**src/rtl/conv_mac_pipe_if.sv**
```systemverilog
// conv_mac_pipe_if: pixel-window input stream and result-pixel output stream
// for conv_mac_pipe.
//   din       : KDIM*KDIM taps, N_CH channels of CH_W bits per tap
//   in_valid  : din valid              in_ready  : engine accepts din
//   dout/sat  : result pixel and flags out_valid : dout/sat valid
//   out_ready : downstream accepts
// Modports: slave = the engine, master = the surrounding logic.
interface conv_mac_pipe_if #(
   parameter int CH_W = 4,
   parameter int N_CH = 3,
   parameter int KDIM = 3
);
   logic [KDIM*KDIM*N_CH*CH_W-1:0] din;
   logic                           in_valid;
   logic                           in_ready;
   logic [N_CH*CH_W-1:0]           dout;
   logic [N_CH-1:0]                sat;
   logic                           out_valid;
   logic                           out_ready;

   modport master (output din, in_valid, out_ready,
                   input  in_ready, dout, sat, out_valid);
   modport slave  (input  din, in_valid, out_ready,
                   output in_ready, dout, sat, out_valid);
endinterface

```
**src/rtl/conv_mac_pipe.sv**
```systemverilog
// conv_mac_pipe: 3-stage pipelined KDIM x KDIM convolution with a
// double-buffered signed kernel and per-channel clamp to [0, 2^CH_W-1].
//   clk, rst : clock, synchronous active-high reset
//   io       : conv_mac_pipe_if.slave (din/in_valid/in_ready, dout/sat/
//              out_valid/out_ready)
//   k_we, k_idx, k_data : write one coefficient into the shadow bank
//   k_swap   : copy the shadow bank into the active bank
//   abs_mode : only when CONV_ABS_EN is defined; take the magnitude of the
//              shifted sum before clamping (carried with each sample)
// Optional feature macro: CONV_ABS_EN.
module conv_mac_pipe #(
   parameter int CH_W  = 4,
   parameter int N_CH  = 3,
   parameter int KDIM  = 3,
   parameter int KW    = 5,
   parameter int SHIFT = 0
) (
   input  logic                         clk,
   input  logic                         rst,
   conv_mac_pipe_if.slave               io,
   input  logic                         k_we,
   input  logic [$clog2(KDIM*KDIM)-1:0] k_idx,
   input  logic signed [KW-1:0]         k_data,
   input  logic                         k_swap
`ifdef CONV_ABS_EN
   ,
   input  logic                         abs_mode
`endif
);

   localparam int unsigned T   = KDIM * KDIM;
   localparam int unsigned CTR = (T - 1) / 2;
   localparam int          PW  = CH_W + KW + 1;
   localparam int          SW  = PW + $clog2(KDIM*KDIM);
   localparam logic signed [SW-1:0] MAXV = SW'((1 << CH_W) - 1);

   // Kernel banks
   logic signed [KW-1:0] k_act [T];
   logic signed [KW-1:0] k_shd [T];

   always_ff @(posedge clk) begin
      if (rst) begin
         for (int unsigned t = 0; t < T; t++) begin
            k_act[t] <= (t == CTR) ? KW'(1) : '0;
            k_shd[t] <= (t == CTR) ? KW'(1) : '0;
         end
      end else begin
         // Both use the pre-edge shadow, so a same-edge write misses the swap.
         if (k_swap) k_act <= k_shd;
         if (k_we && (32'(k_idx) < T)) k_shd[k_idx] <= k_data;
      end
   end

   // Global advance
   logic                 out_valid_q;
   logic [N_CH*CH_W-1:0] dout_q;
   logic [N_CH-1:0]      sat_q;
   logic                 adv;

   assign adv          = !out_valid_q || io.out_ready;
   assign io.in_ready  = adv;
   assign io.out_valid = out_valid_q;
   assign io.dout      = dout_q;
   assign io.sat       = sat_q;

   // S1: per-tap, per-channel products against the active bank
   logic signed [PW-1:0] prod_d [N_CH][T];
   logic signed [PW-1:0] prod_q [N_CH][T];
   logic                 v1;

   always_comb begin
      for (int unsigned c = 0; c < N_CH; c++) begin
         for (int unsigned t = 0; t < T; t++) begin
            prod_d[c][t] = PW'($signed({1'b0, io.din[(t*N_CH + c)*CH_W +: CH_W]}))
                         * PW'(k_act[t]);
         end
      end
   end

   // S2: full-width sum per channel
   logic signed [SW-1:0] sum_d [N_CH];
   logic signed [SW-1:0] sum_q [N_CH];
   logic                 v2;

   always_comb begin
      for (int unsigned c = 0; c < N_CH; c++) begin
         sum_d[c] = '0;
         for (int unsigned t = 0; t < T; t++) begin
            sum_d[c] = sum_d[c] + SW'(prod_q[c][t]);
         end
      end
   end

`ifdef CONV_ABS_EN
   logic abs1_q, abs2_q;
`endif

   // S3: shift, optional magnitude, clamp
   logic signed [SW-1:0] shifted;
   logic signed [SW-1:0] mag;
   logic [N_CH*CH_W-1:0] dout_d;
   logic [N_CH-1:0]      sat_d;

   always_comb begin
      dout_d  = '0;
      sat_d   = '0;
      shifted = '0;
      mag     = '0;
      for (int unsigned c = 0; c < N_CH; c++) begin
         shifted = sum_q[c] >>> SHIFT;
`ifdef CONV_ABS_EN
         mag = (abs2_q && (shifted < 0)) ? -shifted : shifted;
`else
         mag = shifted;
`endif
         if (mag < 0) begin
            sat_d[c] = 1'b1;
         end else if (mag > MAXV) begin
            dout_d[c*CH_W +: CH_W] = '1;
            sat_d[c]               = 1'b1;
         end else begin
            dout_d[c*CH_W +: CH_W] = mag[CH_W-1:0];
         end
      end
   end

   // Control: valid bits travel with the data; all stages hold when !adv
   always_ff @(posedge clk) begin
      if (rst) begin
         v1          <= 1'b0;
         v2          <= 1'b0;
         out_valid_q <= 1'b0;
         dout_q      <= '0;
         sat_q       <= '0;
      end else if (adv) begin
         v1          <= io.in_valid;
         v2          <= v1;
         out_valid_q <= v2;
         // Bubbles leave the last result on dout
         if (v2) begin
            dout_q <= dout_d;
            sat_q  <= sat_d;
         end
      end
   end

   // Datapath registers
   always_ff @(posedge clk) begin
      if (adv) begin
         prod_q <= prod_d;
         sum_q  <= sum_d;
`ifdef CONV_ABS_EN
         abs1_q <= abs_mode;
         abs2_q <= abs1_q;
`endif
      end
   end

endmodule
```
**src/flat_wrapper.sv**
```systemverilog
// flat-port wrapper written by rule: the top's interface ports become plain ports
module conv_mac_pipe_flat 
#(
   parameter int CH_W  = 4,
   parameter int N_CH  = 3,
   parameter int KDIM  = 3,
   parameter int KW    = 5,
   parameter int SHIFT = 0
)
  (clk, rst, k_we, k_idx, k_data, k_swap, io_din, io_in_valid, io_out_ready, io_in_ready, io_dout, io_sat, io_out_valid);
  conv_mac_pipe_if #(.CH_W(CH_W), .N_CH(N_CH), .KDIM(KDIM)) io_i ();
  input  logic clk;
  input  logic rst;
  input  logic k_we;
  input  logic [$clog2(KDIM*KDIM)-1:0] k_idx;
  input  logic signed [KW-1:0] k_data;
  input  logic k_swap;
  input wire logic [$bits(io_i.din)-1:0] io_din;
  input wire logic [$bits(io_i.in_valid)-1:0] io_in_valid;
  input wire logic [$bits(io_i.out_ready)-1:0] io_out_ready;
  output wire logic [$bits(io_i.in_ready)-1:0] io_in_ready;
  output wire logic [$bits(io_i.dout)-1:0] io_dout;
  output wire logic [$bits(io_i.sat)-1:0] io_sat;
  output wire logic [$bits(io_i.out_valid)-1:0] io_out_valid;
  assign io_i.din = io_din;
  assign io_i.in_valid = io_in_valid;
  assign io_i.out_ready = io_out_ready;
  assign io_in_ready = io_i.in_ready;
  assign io_dout = io_i.dout;
  assign io_sat = io_i.sat;
  assign io_out_valid = io_i.out_valid;
  conv_mac_pipe #(.CH_W(CH_W), .N_CH(N_CH), .KDIM(KDIM), .KW(KW), .SHIFT(SHIFT)) u_core (.clk(clk), .rst(rst), .io(io_i), .k_we(k_we), .k_idx(k_idx), .k_data(k_data), .k_swap(k_swap));
endmodule
```
**config.mk**
```make
export PLATFORM = sky130hd
export DESIGN_NAME = conv_mac_pipe_flat
export DESIGN_NICKNAME = d
export VERILOG_FILES = /design/src/rtl/conv_mac_pipe_if.sv /design/src/rtl/conv_mac_pipe.sv /design/src/flat_wrapper.sv
export SDC_FILE = /design/constraint.sdc
export NUM_CORES = 2
export LEC_CHECK = 0
export ABC_AREA = 1
export CORE_MARGIN = 1.5
export CORE_UTILIZATION = 42
export CTS_CLUSTER_SIZE = 8
export DETAILED_ROUTE_END_ITERATION = 16
export MAX_ROUTING_LAYER = met4
export PLACE_DENSITY = 0.63
export SLEW_MARGIN = 20
export SYNTH_ARGS = -nofsm -noshare
export SYNTH_HDL_FRONTEND = slang
export SYNTH_SLANG_ARGS = --single-unit
```
**constraint.sdc**
```tcl
create_clock -name clk -period 7.75 [get_ports clk]
set_clock_uncertainty 0.1 [all_clocks]
set_input_delay 1.55 -clock clk [delete_from_list [all_inputs] [get_ports clk]]
set_output_delay 1.55 -clock clk [all_outputs]
set_load 0.01 [all_outputs]
```
==> results.ini <==
[run_status]
status=finished clean

[finish]
drive_gt1_frac=0.0325
area_growth_pct=10.8
final_nets=6140
stdcell_count=6334

[drt]
drt_iter0_markers=1970
vias_per_cell=4.77
totalWireLength_um=97800
ant_nets=0
wl_per_cell_um=15.4
drc=0
vias=30200
dr.pass1.iters=7

[yosys]
ys_seq_area_frac=0.273
avgSynthCellArea_sq_um=8.75
synth_seq_cells=420
synth_nets=5999
synthCells=4838
synth_area_sq_um=42300
yosysUniqueCellTypes=31
synth_warnings=0

[sta]
rsz0062_at_grt=false
setup_viol=0
hold_viol_final=0
post-route-min-period_ns=5.72
max_freq_mhz=175
drv_slew=0
period_share=0.738
tns_ns=0
maxSlewHeadroom=0.367
tightest_slew_ns=0.950

[clock_network]
postCtsHoldBufs=0
cts-root-buf=clkbuf_16
cts_tree=yes
htreeDepth=2
clock_sinks=420
cts_buffers=59
postCtsSetupRepairBufs=0
cts_resized=0
cts.path.max_buffers=3
clk_latency_ns=0.63
path_clk_slew_ns=0.05

[setup_path]
endpoint_kind=flip-flop
crit_start=u_core.prod_q[151]
crit_path_frequent_cell=fa_1
critPathBufInv=5
cp.depth=25
critPathSlowestCell=fa_1
worstPathArrival_ns=6.01
crit_end=u_core.sum_q[27]
cp_top_family=adder cells
reg2reg_slack_ns=2.03
reg2reg_to=u_core.sum_q[27]
path_class=reg -> reg
start_kind=flip-flop
max_stage_delay_ns=0.54
worstReg2RegStart=u_core.prod_q[151]
r2r_cells=25
cp_max_fo=4
cp_data_required_time_ns=8.04

[power]
ir_worst_vdd_v=0.000587
powerDensity_nw_per_um2=342
cellLeakagePower_uw=0.0277

[flow_run]
maxCapViolCount=0

[global_routing]
grt_pass1_wl_um=159000
overflow=0
grt_max_degree=94
grtUsageTotal=0.202
antenna_found_initial=19
grt_pass1_vias=30200

[floorplanning]
initial_core_util=0.423
dieArea_sq_um=103000
die_y_um=320
coreArea_sq_um=100000
fp.dieW_um=320
pin_count=140
rows=116

[placed_design]
dp_hpwl_um=80100
numPortBuffers=139
routabilityCongestion=0.886
dpl.cell_count=6216

[worst_hold_path]
hold_class=reg -> reg

==> placed cells by master (no fill, tap or decap), drive strengths merged, types with 96 or more instances in the layout <==
cell type      synthesis  final
clkbuf                57     96
inv                 1336   1337
edfxtp               312    312
fa                   396    396
dfxtp                108    108
a21oi                132    132
nand2                906    906
clkdlybuf4s50          0    139
nor2                 310    310
ha                   642    642
nand3                128    128
==> cell families (layout without fill, tap and decap cells) <==
family / after synthesis / count (layout) / share of synthesized area
and+or+nand+nor: 1459 / 1459 / 0.142
buffers and inverters: 1409 / 1589 / 0.126
adders and majority gates: 1038 / 1038 / 0.377
DFF: 420 / 420 / 0.273
AOI/OAI and AO/OA: 336 / 336 / 0.0462
xor gates and xnor gates: 176 / 176 / 0.0364
other: 0 / 18 / 0
==> routing by layer <==
metal,GRT usage,share of wire,up-vias
li1,-,-,15200
met1,0.268,0.46,14400
met3,0.0292,0.049,125
met5,-,0,-
met4,0.0555,0.022,0
met2,0.323,0.46,580
==> metrics by stage <==
stage	hold slack [ns]	worst slack [ns]	cell area, sq um	utilization	total power (uW)
3_3_place_gp	0.342	2.05	45100	0.451	13500
2_1_floorplan	0.329	2.40	42300	-	11300
5_1_grt	0.376	1.68	46900	0.469	17900
4_1_cts	0.355	1.97	46800	0.468	16200
6_report	0.354	2.03	46900	0.469	16000
3_5_place_dp	0.347	1.97	45100	0.451	13700
==> area by class of cell <==
type	instances	area (sq um)
timing repair buffer	153	1500
antenna	18	45.0
clock inverter	4	73.8
sequential	420	11500
clock buffer	96	1650
fill	9542	53100
tap	1298	1620
multi-input combinational	3009	25400
inverter	1336	5010
==> worst min-delay path by stage <==
stage | from | end | slack, ns | cells past startpoint
6_report | u_core.k_shd[2] | u_core.k_shd[2] | 0.35 | 2
5_1_grt | u_core.k_shd[4] | u_core.k_shd[4] | 0.38 | 2
4_1_cts | u_core.k_shd[2] | u_core.k_shd[2] | 0.35 | 2
3_5_place_dp | u_core.k_shd[2] | u_core.k_shd[2] | 0.35 | 2
3_3_place_gp | u_core.k_shd[2] | u_core.k_shd[2] | 0.34 | 2
2_1_floorplan | u_core.k_shd[4] | u_core.k_shd[4] | 0.33 | 2
==> state kept, by name (all words and copies together), names as in the netlist <==
| signal | cells |
|---|---|
| u_core.io.dout | 12 |
| u_core.io.out_valid | 1 |
| u_core.io.sat | 3 |
| u_core.k_act | 45 |
| u_core.k_shd | 45 |
| u_core.mag | 14 |
| u_core.prod_q | 270 |
| u_core.sum_q | 28 |
| u_core.v1 | 1 |
| u_core.v2 | 1 |
==> synth_stat cells (all sizes together) <==
cell    instances  area share
or2            42      0.0062
clkbuf         57      0.0051
buf            16      0.0025
a21oi         132       0.017
dfxtp         108       0.051
fa            396        0.19
o21bai         18      0.0032
nand3         128       0.015
nand4          73       0.011
xnor2          91       0.019
edfxtp        312        0.22
o21ai          94       0.011
nor2          310       0.028
xor2           85       0.018
a21o           44      0.0078
nand2         906       0.081
a31oi          48      0.0071
ha            642        0.19
inv          1336        0.12
==> power by group <==
part | switching [uW] | internal [uW] | total, uW
clock | 1000 | 1430 | 2430
sequential | 230 | 3270 | 3500
combinational | 6120 | 3980 | 10100
total | 7350 | 8680 | 16000
==> worst reg2reg max path, cell delays in order, from the launching register on <==
cell and delay (ns):
edfxtp_1 0.32, inv_1 0.05, fa_1 0.52, inv_1 0.04, ha_1 0.23, fa_1 0.45
nand3_1 0.11, nand3_1 0.13, nand3_1 0.12, nand3_1 0.08, nand2_1 0.07, inv_1 0.06
fa_1 0.54, inv_1 0.06, fa_1 0.48, fa_1 0.51, fa_1 0.54, inv_1 0.04
ha_1 0.37, nand2_1 0.12, nor2_1 0.18, nand2_1 0.08, a21oi_1 0.14, nor2_1 0.06
nand2_1 0.05, nand2_1 0.04
Power figures use the tool's default switching activity.
